==> src/rtl/target_frame_sequencer_if.sv <==
// Beat stream from the frame sequencer to the pose/UART consumer.
// The sequencer drives the master modport; the consumer drives out_ready.
interface target_frame_sequencer_if #(
    parameter int NUM_TARGETS = 4,
    parameter int XW          = 12,
    parameter int YW          = 11
);
    localparam int IW = $clog2(NUM_TARGETS);

    logic          out_valid;
    logic          out_ready;
    logic [IW-1:0] out_index;
    logic [XW-1:0] out_x;
    logic [YW-1:0] out_y;
    logic [YW-1:0] out_diam;
    logic          out_stale;
    logic          out_last;

    modport master (
        output out_valid, out_index, out_x, out_y, out_diam, out_stale, out_last,
        input  out_ready
    );

    modport slave (
        input  out_valid, out_index, out_x, out_y, out_diam, out_stale, out_last,
        output out_ready
    );
endinterface

==> src/rtl/target_frame_sequencer.sv <==
// Per-frame snapshot/clear controller for the marker target detector, streaming valid slots as beats.
// Optional MARKER_PERSIST_EN: missed targets are held for up to PERSIST_FRAMES frames and flagged stale.
module target_frame_sequencer #(
    parameter int NUM_TARGETS    = 4,
    parameter int SCREEN_WIDTH   = 1280,
    parameter int SCREEN_HEIGHT  = 720,
    parameter int PERSIST_FRAMES = 3,
    localparam int XW = $clog2(SCREEN_WIDTH) + 1,
    localparam int YW = $clog2(SCREEN_HEIGHT) + 1,
    localparam int IW = $clog2(NUM_TARGETS)
) (
    input  logic                clk_in,
    input  logic                rst_in,
    input  logic [XW-1:0]       hcount_in,
    input  logic [YW-1:0]       vcount_in,
    input  logic [XW-1:0]       xcount_in   [NUM_TARGETS],
    input  logic [YW-1:0]       ycount_in   [NUM_TARGETS],
    input  logic [YW-1:0]       diameter_in [NUM_TARGETS],
    input  logic                valid_in    [NUM_TARGETS],
    output logic                det_clear_out,
    target_frame_sequencer_if.master bus,
    output logic [15:0]         frame_count_out,
    output logic                overrun_out
);
    if (NUM_TARGETS < 2 || (NUM_TARGETS & (NUM_TARGETS - 1)) != 0 || PERSIST_FRAMES < 1) begin : g_param_check
        $error("target_frame_sequencer: invalid NUM_TARGETS or PERSIST_FRAMES");
    end

    typedef enum logic [1:0] {IDLE, CAPTURE, SEND} state_t;

    state_t state_reg, state_next;

    logic [XW-1:0]          snap_x_reg [NUM_TARGETS];
    logic [YW-1:0]          snap_y_reg [NUM_TARGETS];
    logic [YW-1:0]          snap_d_reg [NUM_TARGETS];
    logic [NUM_TARGETS-1:0] snap_valid_reg;

    logic          out_valid_reg;
    logic [IW-1:0] out_index_reg;
    logic [XW-1:0] out_x_reg;
    logic [YW-1:0] out_y_reg;
    logic [YW-1:0] out_d_reg;
    logic          out_last_reg;
    logic          det_clear_reg;
    logic [15:0]   frame_count_reg;
    logic          overrun_reg;

    logic          frame_end;
    logic          handshake;
    logic          capture_go;
    logic          load_beat;
    logic          end_stream;
    logic          overrun_set;
    logic [IW:0]   search_base;
    logic          sel_found;
    logic          sel_last;
    logic [IW-1:0] sel_idx;

    assign frame_end = (hcount_in == XW'(SCREEN_WIDTH - 1)) && (vcount_in == YW'(SCREEN_HEIGHT - 1));
    assign handshake = out_valid_reg && bus.out_ready;

    // While streaming, search resumes just past the slot currently on the bus.
    assign search_base = (state_reg == SEND) ? ((IW+1)'(out_index_reg) + (IW+1)'(1)) : '0;

    always_comb begin
        sel_found = 1'b0;
        sel_idx   = '0;
        sel_last  = 1'b1;
        for (int i = NUM_TARGETS - 1; i >= 0; i--) begin
            if (snap_valid_reg[i] && ((IW+1)'(i) >= search_base)) begin
                sel_found = 1'b1;
                sel_idx   = IW'(i);
            end
        end
        for (int j = 0; j < NUM_TARGETS; j++) begin
            if (snap_valid_reg[j] && (IW'(j) > sel_idx)) begin
                sel_last = 1'b0;
            end
        end
    end

    always_ff @(posedge clk_in or posedge rst_in) begin
        if (rst_in) begin
            state_reg <= IDLE;
        end else begin
            state_reg <= state_next;
        end
    end

    always_comb begin
        state_next  = state_reg;
        capture_go  = 1'b0;
        load_beat   = 1'b0;
        end_stream  = 1'b0;
        overrun_set = 1'b0;
        case (state_reg)
            IDLE: begin
                if (frame_end) begin
                    capture_go = 1'b1;
                    state_next = CAPTURE;
                end
            end
            CAPTURE: begin
                overrun_set = frame_end;
                if (sel_found) begin
                    load_beat  = 1'b1;
                    state_next = SEND;
                end else begin
                    state_next = IDLE;
                end
            end
            SEND: begin
                if (handshake && out_last_reg) begin
                    // A frame end coinciding with the final beat is a normal capture.
                    end_stream = 1'b1;
                    if (frame_end) begin
                        capture_go = 1'b1;
                        state_next = CAPTURE;
                    end else begin
                        state_next = IDLE;
                    end
                end else begin
                    overrun_set = frame_end;
                    load_beat   = handshake;
                end
            end
            default: state_next = IDLE;
        endcase
    end

`ifdef MARKER_PERSIST_EN
    localparam int AGE_W = $clog2(PERSIST_FRAMES + 1);

    logic [AGE_W-1:0]       age_reg [NUM_TARGETS];
    logic [NUM_TARGETS-1:0] snap_stale_reg;
    logic                   out_stale_reg;

    always_ff @(posedge clk_in or posedge rst_in) begin
        if (rst_in) begin
            snap_valid_reg <= '0;
            snap_stale_reg <= '0;
            for (int i = 0; i < NUM_TARGETS; i++) begin
                snap_x_reg[i] <= '0;
                snap_y_reg[i] <= '0;
                snap_d_reg[i] <= '0;
                age_reg[i]    <= '0;
            end
        end else if (capture_go) begin
            for (int i = 0; i < NUM_TARGETS; i++) begin
                if (valid_in[i]) begin
                    snap_x_reg[i]     <= xcount_in[i];
                    snap_y_reg[i]     <= ycount_in[i];
                    snap_d_reg[i]     <= diameter_in[i];
                    snap_valid_reg[i] <= 1'b1;
                    snap_stale_reg[i] <= 1'b0;
                    age_reg[i]        <= '0;
                end else if (snap_valid_reg[i] && (age_reg[i] < AGE_W'(PERSIST_FRAMES))) begin
                    snap_stale_reg[i] <= 1'b1;
                    age_reg[i]        <= age_reg[i] + AGE_W'(1);
                end else begin
                    snap_valid_reg[i] <= 1'b0;
                    snap_stale_reg[i] <= 1'b0;
                    age_reg[i]        <= '0;
                end
            end
        end
    end

    always_ff @(posedge clk_in or posedge rst_in) begin
        if (rst_in) begin
            out_stale_reg <= 1'b0;
        end else if (load_beat) begin
            out_stale_reg <= snap_stale_reg[sel_idx];
        end
    end

    assign bus.out_stale = out_stale_reg;
`else
    always_ff @(posedge clk_in or posedge rst_in) begin
        if (rst_in) begin
            snap_valid_reg <= '0;
            for (int i = 0; i < NUM_TARGETS; i++) begin
                snap_x_reg[i] <= '0;
                snap_y_reg[i] <= '0;
                snap_d_reg[i] <= '0;
            end
        end else if (capture_go) begin
            for (int i = 0; i < NUM_TARGETS; i++) begin
                snap_x_reg[i]     <= xcount_in[i];
                snap_y_reg[i]     <= ycount_in[i];
                snap_d_reg[i]     <= diameter_in[i];
                snap_valid_reg[i] <= valid_in[i];
            end
        end
    end

    assign bus.out_stale = 1'b0;
`endif

    // The detector is cleared after every frame end, even when that frame is dropped as an overrun.
    always_ff @(posedge clk_in or posedge rst_in) begin
        if (rst_in) begin
            det_clear_reg   <= 1'b0;
            frame_count_reg <= '0;
            overrun_reg     <= 1'b0;
            out_valid_reg   <= 1'b0;
            out_index_reg   <= '0;
            out_x_reg       <= '0;
            out_y_reg       <= '0;
            out_d_reg       <= '0;
            out_last_reg    <= 1'b0;
        end else begin
            det_clear_reg <= frame_end;
            if (capture_go) begin
                frame_count_reg <= frame_count_reg + 16'd1;
            end
            if (overrun_set) begin
                overrun_reg <= 1'b1;
            end
            if (load_beat) begin
                out_valid_reg <= 1'b1;
                out_index_reg <= sel_idx;
                out_x_reg     <= snap_x_reg[sel_idx];
                out_y_reg     <= snap_y_reg[sel_idx];
                out_d_reg     <= snap_d_reg[sel_idx];
                out_last_reg  <= sel_last;
            end else if (end_stream) begin
                out_valid_reg <= 1'b0;
                out_last_reg  <= 1'b0;
            end
        end
    end

    assign det_clear_out   = det_clear_reg;
    assign frame_count_out = frame_count_reg;
    assign overrun_out     = overrun_reg;
    assign bus.out_valid   = out_valid_reg;
    assign bus.out_index   = out_index_reg;
    assign bus.out_x       = out_x_reg;
    assign bus.out_y       = out_y_reg;
    assign bus.out_diam    = out_d_reg;
    assign bus.out_last    = out_last_reg;
endmodule
==> src/flat_wrapper.sv <==
// flat-port wrapper written by rule: the top's interface ports become plain ports
module target_frame_sequencer_flat 
#(
    parameter int NUM_TARGETS    = 4,
    parameter int SCREEN_WIDTH   = 1280,
    parameter int SCREEN_HEIGHT  = 720,
    parameter int PERSIST_FRAMES = 3,
    localparam int XW = $clog2(SCREEN_WIDTH) + 1,
    localparam int YW = $clog2(SCREEN_HEIGHT) + 1,
    localparam int IW = $clog2(NUM_TARGETS)
)
  (clk_in, rst_in, hcount_in, vcount_in, xcount_in, ycount_in, diameter_in, valid_in, det_clear_out, frame_count_out, overrun_out, bus_out_valid, bus_out_index, bus_out_x, bus_out_y, bus_out_diam, bus_out_stale, bus_out_last, bus_out_ready);
  target_frame_sequencer_if #(.NUM_TARGETS(NUM_TARGETS)) bus_i ();
  input  logic clk_in;
  input  logic rst_in;
  input  logic [XW-1:0] hcount_in;
  input  logic [YW-1:0] vcount_in;
  input  logic [XW-1:0] xcount_in[NUM_TARGETS];
  input  logic [YW-1:0] ycount_in[NUM_TARGETS];
  input  logic [YW-1:0] diameter_in[NUM_TARGETS];
  input  logic valid_in[NUM_TARGETS];
  output logic det_clear_out;
  output logic [15:0] frame_count_out;
  output logic overrun_out;
  output wire logic [$bits(bus_i.out_valid)-1:0] bus_out_valid;
  output wire logic [$bits(bus_i.out_index)-1:0] bus_out_index;
  output wire logic [$bits(bus_i.out_x)-1:0] bus_out_x;
  output wire logic [$bits(bus_i.out_y)-1:0] bus_out_y;
  output wire logic [$bits(bus_i.out_diam)-1:0] bus_out_diam;
  output wire logic [$bits(bus_i.out_stale)-1:0] bus_out_stale;
  output wire logic [$bits(bus_i.out_last)-1:0] bus_out_last;
  input wire logic [$bits(bus_i.out_ready)-1:0] bus_out_ready;
  assign bus_out_valid = bus_i.out_valid;
  assign bus_out_index = bus_i.out_index;
  assign bus_out_x = bus_i.out_x;
  assign bus_out_y = bus_i.out_y;
  assign bus_out_diam = bus_i.out_diam;
  assign bus_out_stale = bus_i.out_stale;
  assign bus_out_last = bus_i.out_last;
  assign bus_i.out_ready = bus_out_ready;
  target_frame_sequencer #(.NUM_TARGETS(NUM_TARGETS), .SCREEN_WIDTH(SCREEN_WIDTH), .SCREEN_HEIGHT(SCREEN_HEIGHT), .PERSIST_FRAMES(PERSIST_FRAMES)) u_core (.clk_in(clk_in), .rst_in(rst_in), .hcount_in(hcount_in), .vcount_in(vcount_in), .xcount_in(xcount_in), .ycount_in(ycount_in), .diameter_in(diameter_in), .valid_in(valid_in), .det_clear_out(det_clear_out), .bus(bus_i), .frame_count_out(frame_count_out), .overrun_out(overrun_out));
endmodule
==> config.mk <==
export PLATFORM = sky130hd
export DESIGN_NAME = target_frame_sequencer_flat
export DESIGN_NICKNAME = d
export VERILOG_FILES = /design/src/rtl/target_frame_sequencer_if.sv /design/src/rtl/target_frame_sequencer.sv /design/src/flat_wrapper.sv
export SDC_FILE = /design/constraint.sdc
export NUM_CORES = 1
export LEC_CHECK = 0
export ABC_AREA = 1
export CORE_ASPECT_RATIO = 1.1
export CORE_UTILIZATION = 38
export DETAILED_ROUTE_END_ITERATION = 10
export PLACE_DENSITY = 0.67
export SLEW_MARGIN = 20
export SYNTH_ARGS = -nofsm -noshare
export SYNTH_HDL_FRONTEND = slang
export SYNTH_SLANG_ARGS = --single-unit
==> constraint.sdc <==
create_clock -name clk_in -period 8.45 [get_ports clk_in]
set_input_delay 2.1125 -clock clk_in [delete_from_list [all_inputs] [get_ports clk_in]]
set_output_delay 2.1125 -clock clk_in [all_outputs]
set_load 0.02 [all_outputs]
# Word-level counts from Yosys, hierarchy flattened
# Index checks and enable logic that the tools add are counted.
[totals] reg_bits=198 elab_cells=95 inputBits=166 out_inout_bits=57
[classes] n_reduce_logical=14 add_sub_neg=2 muxes=40 eq_ne=6 n_bitwise=1 n_lt_le_gt_ge=9
[op_table] cell="binary-select mux 11 bit (select 2 bit)" count=2
[op_table] cell="2-to-1 mux 11 bit" count=4
[op_table] cell="binary-select mux 12 bit (select 2 bit)" count=1
[op_table] cell="2-to-1 mux 12 bit" count=2
[op_table] cell="2-to-1 mux 1 bit" count=19
[op_table] cell="adder 16 x 1 -> 16 bit, second input constant" count=1
[op_table] cell="2-to-1 mux 2 bit" count=7
[op_table] cell="== test 12 x 11 -> 1 bit, second input constant" count=1
[op_table] cell="== test 11 x 10 -> 1 bit, second input constant" count=1
[op_table] cell="logical AND 1 bit" count=11
[op_table] cell="greater-or-equal comparator 1 x 3 -> 1 bit, first input constant" count=2
[op_table] cell="greater-or-equal comparator 2 x 3 -> 1 bit, first input constant" count=2
[op_table] cell="one-hot mux 1 bit (2 select lines)" count=3
[op_table] cell="one-hot mux 2 bit (3 select lines)" count=1
[op_table] cell="greater-than comparator 1 x 2 -> 1 bit, first input constant" count=2
[op_table] cell="greater-than comparator 2 bit, first input constant" count=2
[op_table] cell="adder 2 x 1 -> 3 bit, second input constant" count=1
[op_table] cell="greater-or-equal comparator 3 bit, second input constant" count=1
[op_table] cell="2-to-1 mux 3 bit" count=1
[op_table] cell="NOT 2 -> 3 bit" count=1
[op_table] cell="== test 2 x 1 -> 1 bit, second input constant" count=1
[op_table] cell="== test 2 bit, second input constant" count=1
[op_table] cell="zero test 2 bit" count=1
[op_table] cell="!= test 2 x 1 -> 1 bit, second input constant" count=1
[op_table] cell="other kinds (3)" count=3

# Depth between registers and ports, before layout
# Gate-level depths: netlist (run 1).
[logic_depth] ltp_word=15 ltp_mapped=15 mapped_depth_nobuf=13

# Least setup slack after synthesis (run 1)
# No wires, ideal clock.
[synth_path] path_type="input to register" startpoint="input hcount_in[7]" endpoint="register u_core.snap_d_reg[11] (netlist bit)" path_buffers=2 arrival_ns=3.151 required_time_ns=8.324 setup_time_ns=0.126 slack_ns=5.173 path_stages=9 path_cell_list="nand4_1 -> nor2_2 -> nand2_1 -> nor2_2 -> nand3_1 -> nand2_2 -> buf_6 -> buf_2 -> o21ai_0"
[synth_via] elab_chain_len=5
[synth_rtl] item="from (decl)" line="flat_wrapper.sv:16" text="input logic [XW-1:0] hcount_in;"
[synth_rtl] item="== test 12 x 11 -> 1 bit *" line="target_frame_sequencer.sv:59" text="assign frame_end = (hcount_in == XW'(SCREEN_WIDTH - 1)) && (vcount_in == YW'(SCREEN_HEIGHT - 1));"
[synth_rtl] item="logical AND 1 bit *" line="target_frame_sequencer.sv:59"
[synth_rtl] item="2-to-1 mux 1 bit *" line="target_frame_sequencer.sv:98, target_frame_sequencer.sv:116"
[synth_rtl] item="2-to-1 mux 1 bit" line="target_frame_sequencer.sv:113" text="if (handshake && out_last_reg) begin"
[synth_rtl] item="one-hot mux 1 bit (2 select lines) *" line="target_frame_sequencer.sv:96" text="case (state_reg)"
[synth_rtl] item="to (signal, indexed assignment)" line="target_frame_sequencer.sv:191" text="snap_d_reg[i] <= diameter_in[i];"
[synth_rtl] item="to (decl)" line="target_frame_sequencer.sv:35" text="logic [YW-1:0] snap_d_reg [NUM_TARGETS];"
# Mark *: on every way between the ends. The rest lies on a longest branch, timed or not.
# A chain may end at the register's enable or synchronous reset.

# Worst setup path after layout (run 1)
[layout_path] startpoint="input hcount_in[7]" endpoint="register u_core.snap_x_reg[7] (netlist bit)"
[layout_via] elab_chain_len=5
[layout_rtl] item="== test 12 x 11 -> 1 bit *" line="target_frame_sequencer.sv:59"
[layout_rtl] item="logical AND 1 bit *" line="target_frame_sequencer.sv:59"
[layout_rtl] item="2-to-1 mux 1 bit *" line="target_frame_sequencer.sv:98, target_frame_sequencer.sv:116"
[layout_rtl] item="2-to-1 mux 1 bit" line="target_frame_sequencer.sv:113"
[layout_rtl] item="one-hot mux 1 bit (2 select lines) *" line="target_frame_sequencer.sv:96"
[layout_rtl] item="to (signal, indexed assignment)" line="target_frame_sequencer.sv:189" text="snap_x_reg[i] <= xcount_in[i];"
[layout_rtl] item="to (decl)" line="target_frame_sequencer.sv:33" text="logic [XW-1:0] snap_x_reg [NUM_TARGETS];"
# Marks and branches as above.

==> results of run 1 <==
## area by class of cell
cell class                      count  area, um2
Timing Repair Buffer              228       2260
Tap cell                          310        388
Clock inverter                     10        193
Fill cell                        2362      12200
Multi-Input combinational cell    788       3580
Sequential cell                   198       4950
Inverter                          177        672
Clock buffer                       20        447
## layer usage
layer,share of wire,GRT usage,vias to the layer above
li1,-,-,4193
met4,0.010,0.0496,0
met5,0,0,-
met2,0.49,0.361,214
met3,0.047,0.0365,16
met1,0.45,0.277,3967
## where the power goes
part | switching (mW) | internal, mW | total (mW)
clock | 0.374 | 0.536 | 0.910
sequential | 0.00000331 | 0.947 | 0.947
combinational | 0.0375 | 0.0680 | 0.105
total | 0.411 | 1.55 | 1.96
## worst register-to-register path: stages, from the launching register on
cell and delay (ns):
dfrtp_1 0.41, inv_1 0.10, ha_1 0.35, a21oi_2 0.29
nand2_1 0.12, nand2_2 0.06, buf_4 0.65, nand2_2 0.61
buf_4 0.51, nand2_1 0.13, nand3_1 0.13, nand2_1 0.12
nand2_1 0.06, nand2_1 0.10
## stage by stage
step | hold slack (ns) | instance area (um2) | instances | worst slack (ns)
finish | 0.480 | 12500 | 1731 | 3.93
global route | 0.510 | 12500 | 1731 | 3.57
CTS | 0.484 | 12500 | 1731 | 3.93
detailed placement | 0.464 | 11900 | 1701 | 3.46
global placement | 0.464 | 11900 | 1701 | 3.57
floorplan | 0.449 | 9650 | 1232 | 0.940
## kinds of logic (layout without fill, tap and decap cells)
kind of cell / after synthesis / after routing / share of synthesized area
AOI/OAI and AO/OA: 160 / 160 / 0.0844
other: 1 / 1 / 0.000389
xor gates and xnor gates: 11 / 11 / 0.00998
and+or+nand+nor: 609 / 609 / 0.264
buffers and inverters: 246 / 435 / 0.119
DFF: 198 / 198 / 0.513
adders and majority gates: 7 / 7 / 0.00907
## placed cells by master, fill, tap and decap left out, types with 2 or more instances in the layout
master / count
ha_1: 7
inv_1: 173
nand2_1: 405
dfrtp_1: 198
nand3_1: 152
clkdlybuf4s50_1: 221
o21ai_1: 60
xor2_1: 9
inv_8: 2
nor2_2: 2
o21ai_0: 95
inv_2: 3
nand2_2: 4
nor3_1: 9
clkbuf_16: 17
nand3b_1: 2
inv_6: 3
xnor2_1: 2
buf_4: 7
nand4_1: 14
nor2_1: 17
clkbuf_1: 2
and2_1: 2
bufinv_16: 5
## synth_stat cells (all sizes together)
| master | n |
|---|---|
| and2 | 2 |
| o21bai | 1 |
| nand2 | 410 |
| xor2 | 9 |
| clkbuf | 10 |
| and3 | 1 |
| xnor2 | 2 |
| nor3 | 9 |
| dfrtp | 198 |
| o21ai | 156 |
| o2111ai | 1 |
| buf | 59 |
| nand3 | 152 |
| clkinv | 1 |
| ha | 7 |
| nand4 | 14 |
| nor2 | 19 |
| inv | 176 |
| nand3b | 2 |
| conb | 1 |
| a21oi | 2 |
## worst paths after layout
path | startpoint | to | slack [ns]
max in group asynchronous | rst_in | u_core.bus.out_diam[5] | 4.82
max | hcount_in[7] | u_core.snap_x_reg[7] | 3.93
min reg2reg | u_core.bus.out_x[9] | u_core.bus.out_x[9] | 0.48
min | u_core.bus.out_x[9] | u_core.bus.out_x[9] | 0.48
min in group asynchronous | rst_in | u_core.snap_x_reg[31] | 2.23
max reg2reg | u_core.state_reg[0] | u_core.bus.out_diam[9] | 4.75
==> out/metrics.yaml, run 1 <==
critical_path:
  end_kind: "register"
  path_common_cell: "nor2_2"
  cp_max_fo: 130
  worstPathRequired_ns: 8.72
  r2r.worst_path.cells: 13
  cp_cell_sequence: "clkdlybuf4s50_1 > nand4_1 > nor2_2 > nand2_1 > nor2_2 > nand3_1 > nand2_8 > buf_4 > o21ai_0"
  critPathKind: "in2reg"
  cp-start-kind: "primary input"
  critical_path_buf_inv_count: 2
  cp.depth: 9
  cp.arrival_ns: 4.79
  crit_family: "simple AND/OR/NAND/NOR gates"
  cp_slowest_cell: "buf_4"
  slowest_delay_ns: 0.73
cells_and_area:
  syn_to_final_growth_pct: 29.5
  final_util: 0.506
  largest_reg_flops: 48
  diodes: 0
  drive_gt1_frac: 0.0338
  fin_nets: 1583
synth:
  synth.distinct_cells: 32
  synth_nets: 1405
  ys_ff_latch: 198
  synthTopCellsByArea: "dfrtp_1 (51%), nand2_1 (16%), nand3_1 (7.9%)"
  synth_top_area_frac: 0.513
  ys_warn_count: 0
  postSynthCellCount: 1232
  ys_seq_area_frac: 0.513
  syn_avg_cell_area_um2: 7.83
  synth_top_area_cell: "dfrtp_1"
  syn-cell-area_um2: 9650
detailed_routing:
  via_per_inst: 4.85
  ant_nets: 0
  routed_wl_um: 26400
  num_vias: 8390
  routedWlPerCell_um: 15.3
  dr.pass1.iters: 5
  drtIter0Drc: 473
  route.detailed.drc: 0
timing:
  setup_tns_ns: 0
  slew-limit-headroom: 0.305
  fmax_mhz: 221
  maxSlewViolCount: 0
  rsz0062_at_grt: "false"
  hold_viol_final: 0
  finClkSkew_ns: 0.00993
  worst_pin_slew_ns: 1.04
  fin_crit_ns: 4.52
  final.period_utilization: 0.535
  setup_viol: 0
power:
  p_leak_nw: 5.85
  power.total_mw: 1.96
  peakVddDrop_v: 0.0000951
  cellPowerDensity_nw_per_um2: 157
placement:
  gp_congestion: 0.799
  io_buffer_count: 221
  hpwl_um: 16700
global_route:
  grt_max_degree: 136
  grt_overflow: 0
  grt_usage: 0.210
  grt_pass1_vias: 8367
  antenna_found_initial: 0
  grt_first_pass_wirelength_um: 43200
floorplan:
  dieWidth_um: 154
  core_area_um2: 24700
  die-area_um2: 26000
  num_rows: 60
  die_h_um: 169
  start_util: 0.391
  io_pins: 223
cts:
  cts_root_buf: "clkbuf_16"
  clk_latency_ns: 0.42
  cts_tree: "yes"
  cts_setup_buffers: 0
  cts.sinks: 198
  path_clk_slew_ns: 0.07
  htreeDepth: 4
  cts_made_buffers: 17
  postCtsResizedCells: 0
  cts-hold-fix-buffers: 0
  cts_buffer_depth: 2
job:
  max_cap_viol_count: 0
min_path:
  hold_depth: 2
  hold_class: "reg2reg"
run_status:
  status: "finished, final reports clean"
No activity file was read; power rests on OpenSTA's default activity.
==> run 2: changes to the inputs <==
Settings changed: PLACE_DENSITY 0.67 to 0.7.
Clock period 8.45 ns to 4.1 ns, I/O delays scaled along.
==> run 2 against run 1 <==
Die area did not move. First-iteration DRC count rose by 9.7%. Via count rose by 1.5%. Non-clock buffer count rose by 8. Critical path type unchanged.
==> out/metrics.yaml, run 2 (synthesis gave the netlist of run 1 again) <==
cells_and_area:
  final_util: 0.511  # was 0.506
  drive_gt1_frac: 0.0405  # was 0.0338
  largest_reg_flops: 48  # unchanged
  final_cell_area_um2: 12600  # was 12500 um2
  final_cell_mix: "nand2_1 (405), clkdlybuf4s50_1 (221), dfrtp_1 (198), inv_1 (173), nand3_1 (152)"  # unchanged
  fin_nets: 1591  # was 1583
  fin_cells: 1743  # was 1731
  syn_to_final_growth_pct: 30.8  # was 29.5%
  final_common_cell: "nand2_1"  # unchanged
floorplan:
  die_h_um: 169  # unchanged
  die-area_um2: 26000  # unchanged
  num_rows: 60  # unchanged
  start_util: 0.391  # unchanged
  core_area_um2: 24700  # unchanged
  dieWidth_um: 154  # unchanged
  io_pins: 223  # unchanged
timing:
  hold_viol_final: 0  # unchanged
  rsz0062_at_grt: "false"  # unchanged
  fin_ws_ns: 1.28  # was 3.93 ns
  holdWs_ns: 0.482  # was 0.480 ns
  maxSlewViolCount: 0  # unchanged
  slew-limit-headroom: 0.414  # was 0.305
  setup_tns_ns: 0  # unchanged
  fmax_mhz: 354
  fin_crit_ns: 2.82
  worst_pin_slew_ns: 0.879  # was 1.04 ns
  final.period_utilization: 0.689
  setup_viol: 0  # unchanged
  finClkSkew_ns: 0.0108  # was 0.00993 ns
critical_path:
  crit_family: "simple AND/OR/NAND/NOR gates"  # unchanged
  path_common_cell: "nor2_2"  # unchanged
  cp_cell_sequence: "clkdlybuf4s50_1 > nand4_1 > nor2_2 > nand2_1 > nor2_2 > nand3_1 > nand2_8 > buf_12 > o21ai_0"  # was clkdlybuf4s50_1 > nand4_1 > nor2_2 > nand2_1 > nor2_2 > nand3_1 > nand2_8 > buf_4 > o21ai_0
  slowest_delay_ns: 0.45  # was 0.73 ns
  critical_path_buf_inv_count: 2  # unchanged
  cp_max_fo: 78  # was 130
  end_kind: "register"  # unchanged
  worstPathRequired_ns: 4.40  # was 8.72 ns
  r2r_setup_slack_ns: 1.28  # was 4.75 ns
  cp-start-kind: "primary input"  # unchanged
  cp_slowest_cell: "clkdlybuf4s50_1"  # was buf_4
  cp.arrival_ns: 3.12  # was 4.79 ns
  critPathKind: "in2reg"  # unchanged
cts:
  path_clk_slew_ns: 0.08  # was 0.07 ns
  cts_root_buf: "clkbuf_16"  # unchanged
  htreeDepth: 4  # unchanged
  cts_tree: "yes"  # unchanged
  postCtsResizedCells: 0  # unchanged
  cts_buffer_depth: 2  # unchanged
  clk_latency_ns: 0.43  # was 0.42 ns
  cts_setup_buffers: 0  # unchanged
  cts-hold-fix-buffers: 0  # unchanged
  cts_made_buffers: 17  # unchanged
  cts.sinks: 198  # unchanged
detailed_routing:
  via_per_inst: 4.88  # was 4.85
  routedWlPerCell_um: 15.1  # was 15.3 um
  num_vias: 8514  # was 8390
  dr.pass1.iters: 5  # unchanged
  ant_nets: 0  # unchanged
  route.detailed.drc: 0  # unchanged
  routed_wl_um: 26300  # was 26400 um
  drtIter0Drc: 519  # was 473
placement:
  post-place-cells: 1709  # was 1701
  io_buffer_count: 221  # unchanged
  dp_slack_ns: 0.840  # was 3.46 ns
  gp_congestion: 0.838  # was 0.799
  hpwl_um: 17300  # was 16700 um
  placed_cell_area_um2: 12000  # was 11900 um2
global_route:
  grt.busiest_layer: "met2"  # unchanged
  grt_overflow: 0  # unchanged
  grt_usage: 0.209  # was 0.210
  use_met1: 0.272  # was 0.277
  grt_util_met2: 0.351  # was 0.361
  antenna_found_initial: 2  # was 0
  grt_max_degree: 88  # was 136
  grt_first_pass_wirelength_um: 42700  # was 43200 um
  grt_pass1_vias: 8453  # was 8367
  grt_use_met3: 0.0329  # was 0.0365
power:
  swShare: 0.221  # was 0.210
  switchingPower_mw: 0.873  # was 0.411 mW
  internal-power_mw: 3.08  # was 1.55 mW
  power.share.clock: 0.449  # was 0.464
  seq_power_share: 0.494  # was 0.483
  peakVddDrop_v: 0.000228  # was 0.0000951 V
  pwr-share-comb: 0.057  # was 0.054
  cellPowerDensity_nw_per_um2: 313  # was 157 nW/um2
  power.total_mw: 3.95  # was 1.96 mW
  p_leak_nw: 5.89  # was 5.85 nW
job:
  max_cap_viol_count: 0  # unchanged
run_status:
  status: "finished, final reports clean"  # unchanged
min_path:
  hold_class: "reg2reg"  # unchanged
-- run 2: changes by cell type in the layout (fill, tap and decap cells not counted), moves of 2 or more --
cell	before	now
bufinv_16	5	3
inv_6	3	1
buf_12	0	6
nand2_2	4	1
diode_2	0	2
clkinvlp_4	0	3
clkinv_4	0	3
nand2_4	0	3
buf_4	7	9
inv_8	2	4
-- run 2: tightest hold or removal path: cells and delay by family, from the launching register on --
kind	cells	cell delay, ns
AND/OR/NAND/NOR	2	0.10
flip-flops	1	0.35
-- run 2: layout make-up --
class                   count  area (um2)
fillers                  2307       12100
flip-flops and latches    198        4950
multi-input cells         788        3590
repair buffers            236        2400
inverters                 177         668
clock buffers              18         429
well taps                 310         388
clock inverters            14         190
diodes                      2        5.00
-- run 2: final timing paths --
check                      depth (start not counted)               endpoint           startpoint
min in group asynchronous                          2    u_core.bus.out_x[7]               rst_in
min                                                2    u_core.bus.out_x[5]  u_core.bus.out_x[5]
max                                                9  u_core.snap_y_reg[38]         hcount_in[7]
max reg2reg                                       11   u_core.bus.out_x[10]  u_core.state_reg[0]
max in group asynchronous                          3  u_core.snap_y_reg[20]               rst_in
min reg2reg                                        2    u_core.bus.out_x[5]  u_core.bus.out_x[5]
-- run 2: power groups by stage --
| stage | clock network (mW) | registers (mW) | logic, mW |
|---|---|---|---|
| after global placement | 0 | 1.99 | 0.230 |
| after global routing | 1.90 | 1.95 | 0.241 |
| after CTS | 1.82 | 1.95 | 0.229 |
| after floorplan | 0 | 1.99 | 0.0353 |
| after detailed placement | 0 | 1.99 | 0.227 |
| final | 1.78 | 1.95 | 0.225 |
-- run 2: per-layer routing --
metal  part of all wire  vias up
met5                  0        -
met4              0.022        0
met3              0.039       33
met2               0.49      241
met1               0.45     4021
li1                   -     4219
==> run 3: changes to the inputs <==
Clock period 4.1 ns to 2.4 ns, I/O delays scaled along.
==> run 3 against run 2 <==
Register-to-register slack worse by 1.0 ns. Sequential power is 71% higher. Critical path depth is 8 lower. Sequential share of layout area is 0.87 points lower. Total power is 66% higher. Sequential cell count stayed put. Via count is 0.99% higher. Clock skew is 0.0012 ns higher. Worst setup slack worse by 1.1 ns. Cell count is 1.6% higher.
==> out/metrics.yaml, run 3 (synthesis gave the netlist of run 1 again) <==
detailed_routing:
  routed_wl_um: 26600  # was 26300 um
  drtIter0Drc: 464  # was 519
  wl_met1_um: 11900  # was 11700 um
  met3WireLength_um: 1220  # was 1030 um
  maxUsedRoutingLayer: "met5"  # was met4
  ant_nets: 0  # unchanged
  route.detailed.drc: 0  # unchanged
  via_per_inst: 4.85  # was 4.88
  dr_wl_met2_um: 12900  # was 13000 um
  routedWlPerCell_um: 15.0  # was 15.1 um
  dr.pass1.iters: 5  # unchanged
  num_vias: 8598  # was 8514
critical_path:
  end_kind: "output port"  # was register
  slowest_delay_ns: 0.66  # was 0.45 ns
  critPathKind: "reg2out"  # was in2reg
  cp-start-kind: "register"  # was primary input
  crit_start: "u_core.frame_count_out[0]"  # was hcount_in[7]
  crit_family: "buffers and inverters"  # was simple AND/OR/NAND/NOR gates
  cp_max_fo: 7  # was 78
  worstPathRequired_ns: 1.80  # was 4.40 ns
  cp_cell_sequence: "clkdlybuf4s50_1"  # was clkdlybuf4s50_1 > nand4_1 > nor2_2 > nand2_1 > nor2_2 > nand3_1 > nand2_8 > buf_12 > o21ai_0
  critical_path_buf_inv_count: 1  # was 2
  cp_slowest_cell: "clkdlybuf4s50_1"  # unchanged
  rr_startpoint: "u_core.state_reg[0]"  # unchanged
  cp.arrival_ns: 1.58  # was 3.12 ns
global_route:
  grt_overflow: 0  # unchanged
  grt_pass1_vias: 8646  # was 8453
  grt_first_pass_wirelength_um: 43700  # was 42700 um
  grt_usage: 0.213  # was 0.209
  antenna_found_initial: 3  # was 2
  grt_max_degree: 88  # unchanged
timing:
  fmax_mhz: 458
  maxSlewViolCount: 0  # unchanged
  fin_crit_ns: 2.18
  final.period_utilization: 0.910
  setup_viol: 0  # unchanged
  holdWs_ns: 0.444  # was 0.482 ns
  setup_tns_ns: 0  # unchanged
  hold_viol_final: 0  # unchanged
  finClkSkew_ns: 0.0120  # was 0.0108 ns
cells_and_area:
  multiInputGateArea_um2: 3590  # unchanged
  final_cell_mix: "nand2_1 (405), clkdlybuf4s50_1 (221), dfrtp_1 (198), inv_1 (173), nand3_1 (152)"  # unchanged
  final_cell_area_um2: 12900  # was 12600 um2
  final_common_cell: "nand2_1"  # unchanged
  largest_reg_flops: 48  # unchanged
  seq_area_um2: 4950  # unchanged
  n_fill_cell: 2340  # was 2307
  fin_nets: 1619  # was 1591
  syn_to_final_growth_pct: 33.8  # was 30.8%
  fin_cells: 1771  # was 1743
  drive_gt1_frac: 0.0596  # was 0.0405
cts:
  cts_buffer_depth: 2  # unchanged
  cts-hold-fix-buffers: 0  # unchanged
  htreeDepth: 4  # unchanged
  path_clk_slew_ns: 0.08  # about the same
  cts_root_buf: "clkbuf_16"  # unchanged
  cts.sinks: 198  # unchanged
  cts_tree: "yes"  # unchanged
  clk_latency_ns: 0.44  # was 0.43 ns
  cts_made_buffers: 17  # unchanged
floorplan:
  die_h_um: 169  # unchanged
  core_area_um2: 24700  # unchanged
  die-area_um2: 26000  # unchanged
  num_rows: 60  # unchanged
  io_pins: 223  # unchanged
  start_util: 0.391  # unchanged
  dieWidth_um: 154  # unchanged
placement:
  gp_congestion: 0.822  # was 0.838
  post-place-cells: 1735  # was 1709
  hpwl_um: 18200  # was 17300 um
  placed_cell_area_um2: 12300  # was 12000 um2
  io_buffer_count: 221  # unchanged
power:
  cellPowerDensity_nw_per_um2: 507  # was 313 nW/um2
  power.total_mw: 6.55  # was 3.95 mW
  p_leak_nw: 6.05  # was 5.89 nW
  peakVddDrop_v: 0.000372  # was 0.000228 V
min_path:
  hold_class: "in2async"  # was reg2reg
run_status:
  status: "finished, final reports clean"  # unchanged
job:
  max_cap_viol_count: 0  # unchanged
[run 3: per-stage QoR]
step | util | setup slack [ns]
6_report | 0.523 | 0.215
5_1_grt | 0.523 | -0.00288
4_1_cts | 0.522 | 0.110
3_5_place_dp | 0.498 | -0.0773
3_3_place_gp | 0.498 | -0.0593
2_1_floorplan | - | -0.760
[run 3: area by class of cell]
cell class	count	area share
inverter	177	0.0523
antenna	2	0.000388
timing repair buffer	264	0.211
multi-input combinational	788	0.278
clock buffer	18	0.0340
sequential	198	0.384
tap	310	0.0300
clock inverter	14	0.0106
[run 3: worst paths after layout]
path / slack (ns) / to / depth (start not counted)
min in group clk_in: 0.48 / u_core.bus.out_diam[1] / 2
setup reg to reg: 0.26 / u_core.bus.out_diam[2] / 11
hold reg to reg: 0.48 / u_core.bus.out_diam[1] / 2
max in group asynchronous: 1.22 / u_core.snap_d_reg[7] / 3
setup / recovery: 0.22 / frame_count_out[0] / 1
hold / removal: 0.44 / u_core.bus.out_x[7] / 2
[run 3: timing repair]
action / in CTS / in global routing
resized for setup: 2 / 4
setup endpoints to repair: 34 / 34
pin swaps: 0 / 1
buffers inserted: 0 / 2
cloned: 0 / 0
[run 3: per-layer routing]
layer | track usage | vias to the layer above
met5 | 0 | -
met4 | 0.0791 | 2
met1 | 0.275 | 4065
li1 | - | 4277
met2 | 0.358 | 219
met3 | 0.0401 | 35
[run 3: report_power, final]
| part | internal, mW | total, mW | leakage (nW) | switching, mW |
|---|---|---|---|---|
| Sequential | 3.33 | 3.33 | 1.99 | 0.0000118 |
| Combinational | 0.256 | 0.396 | 3.79 | 0.140 |
| Clock | 1.41 | 2.82 | 0.274 | 1.41 |
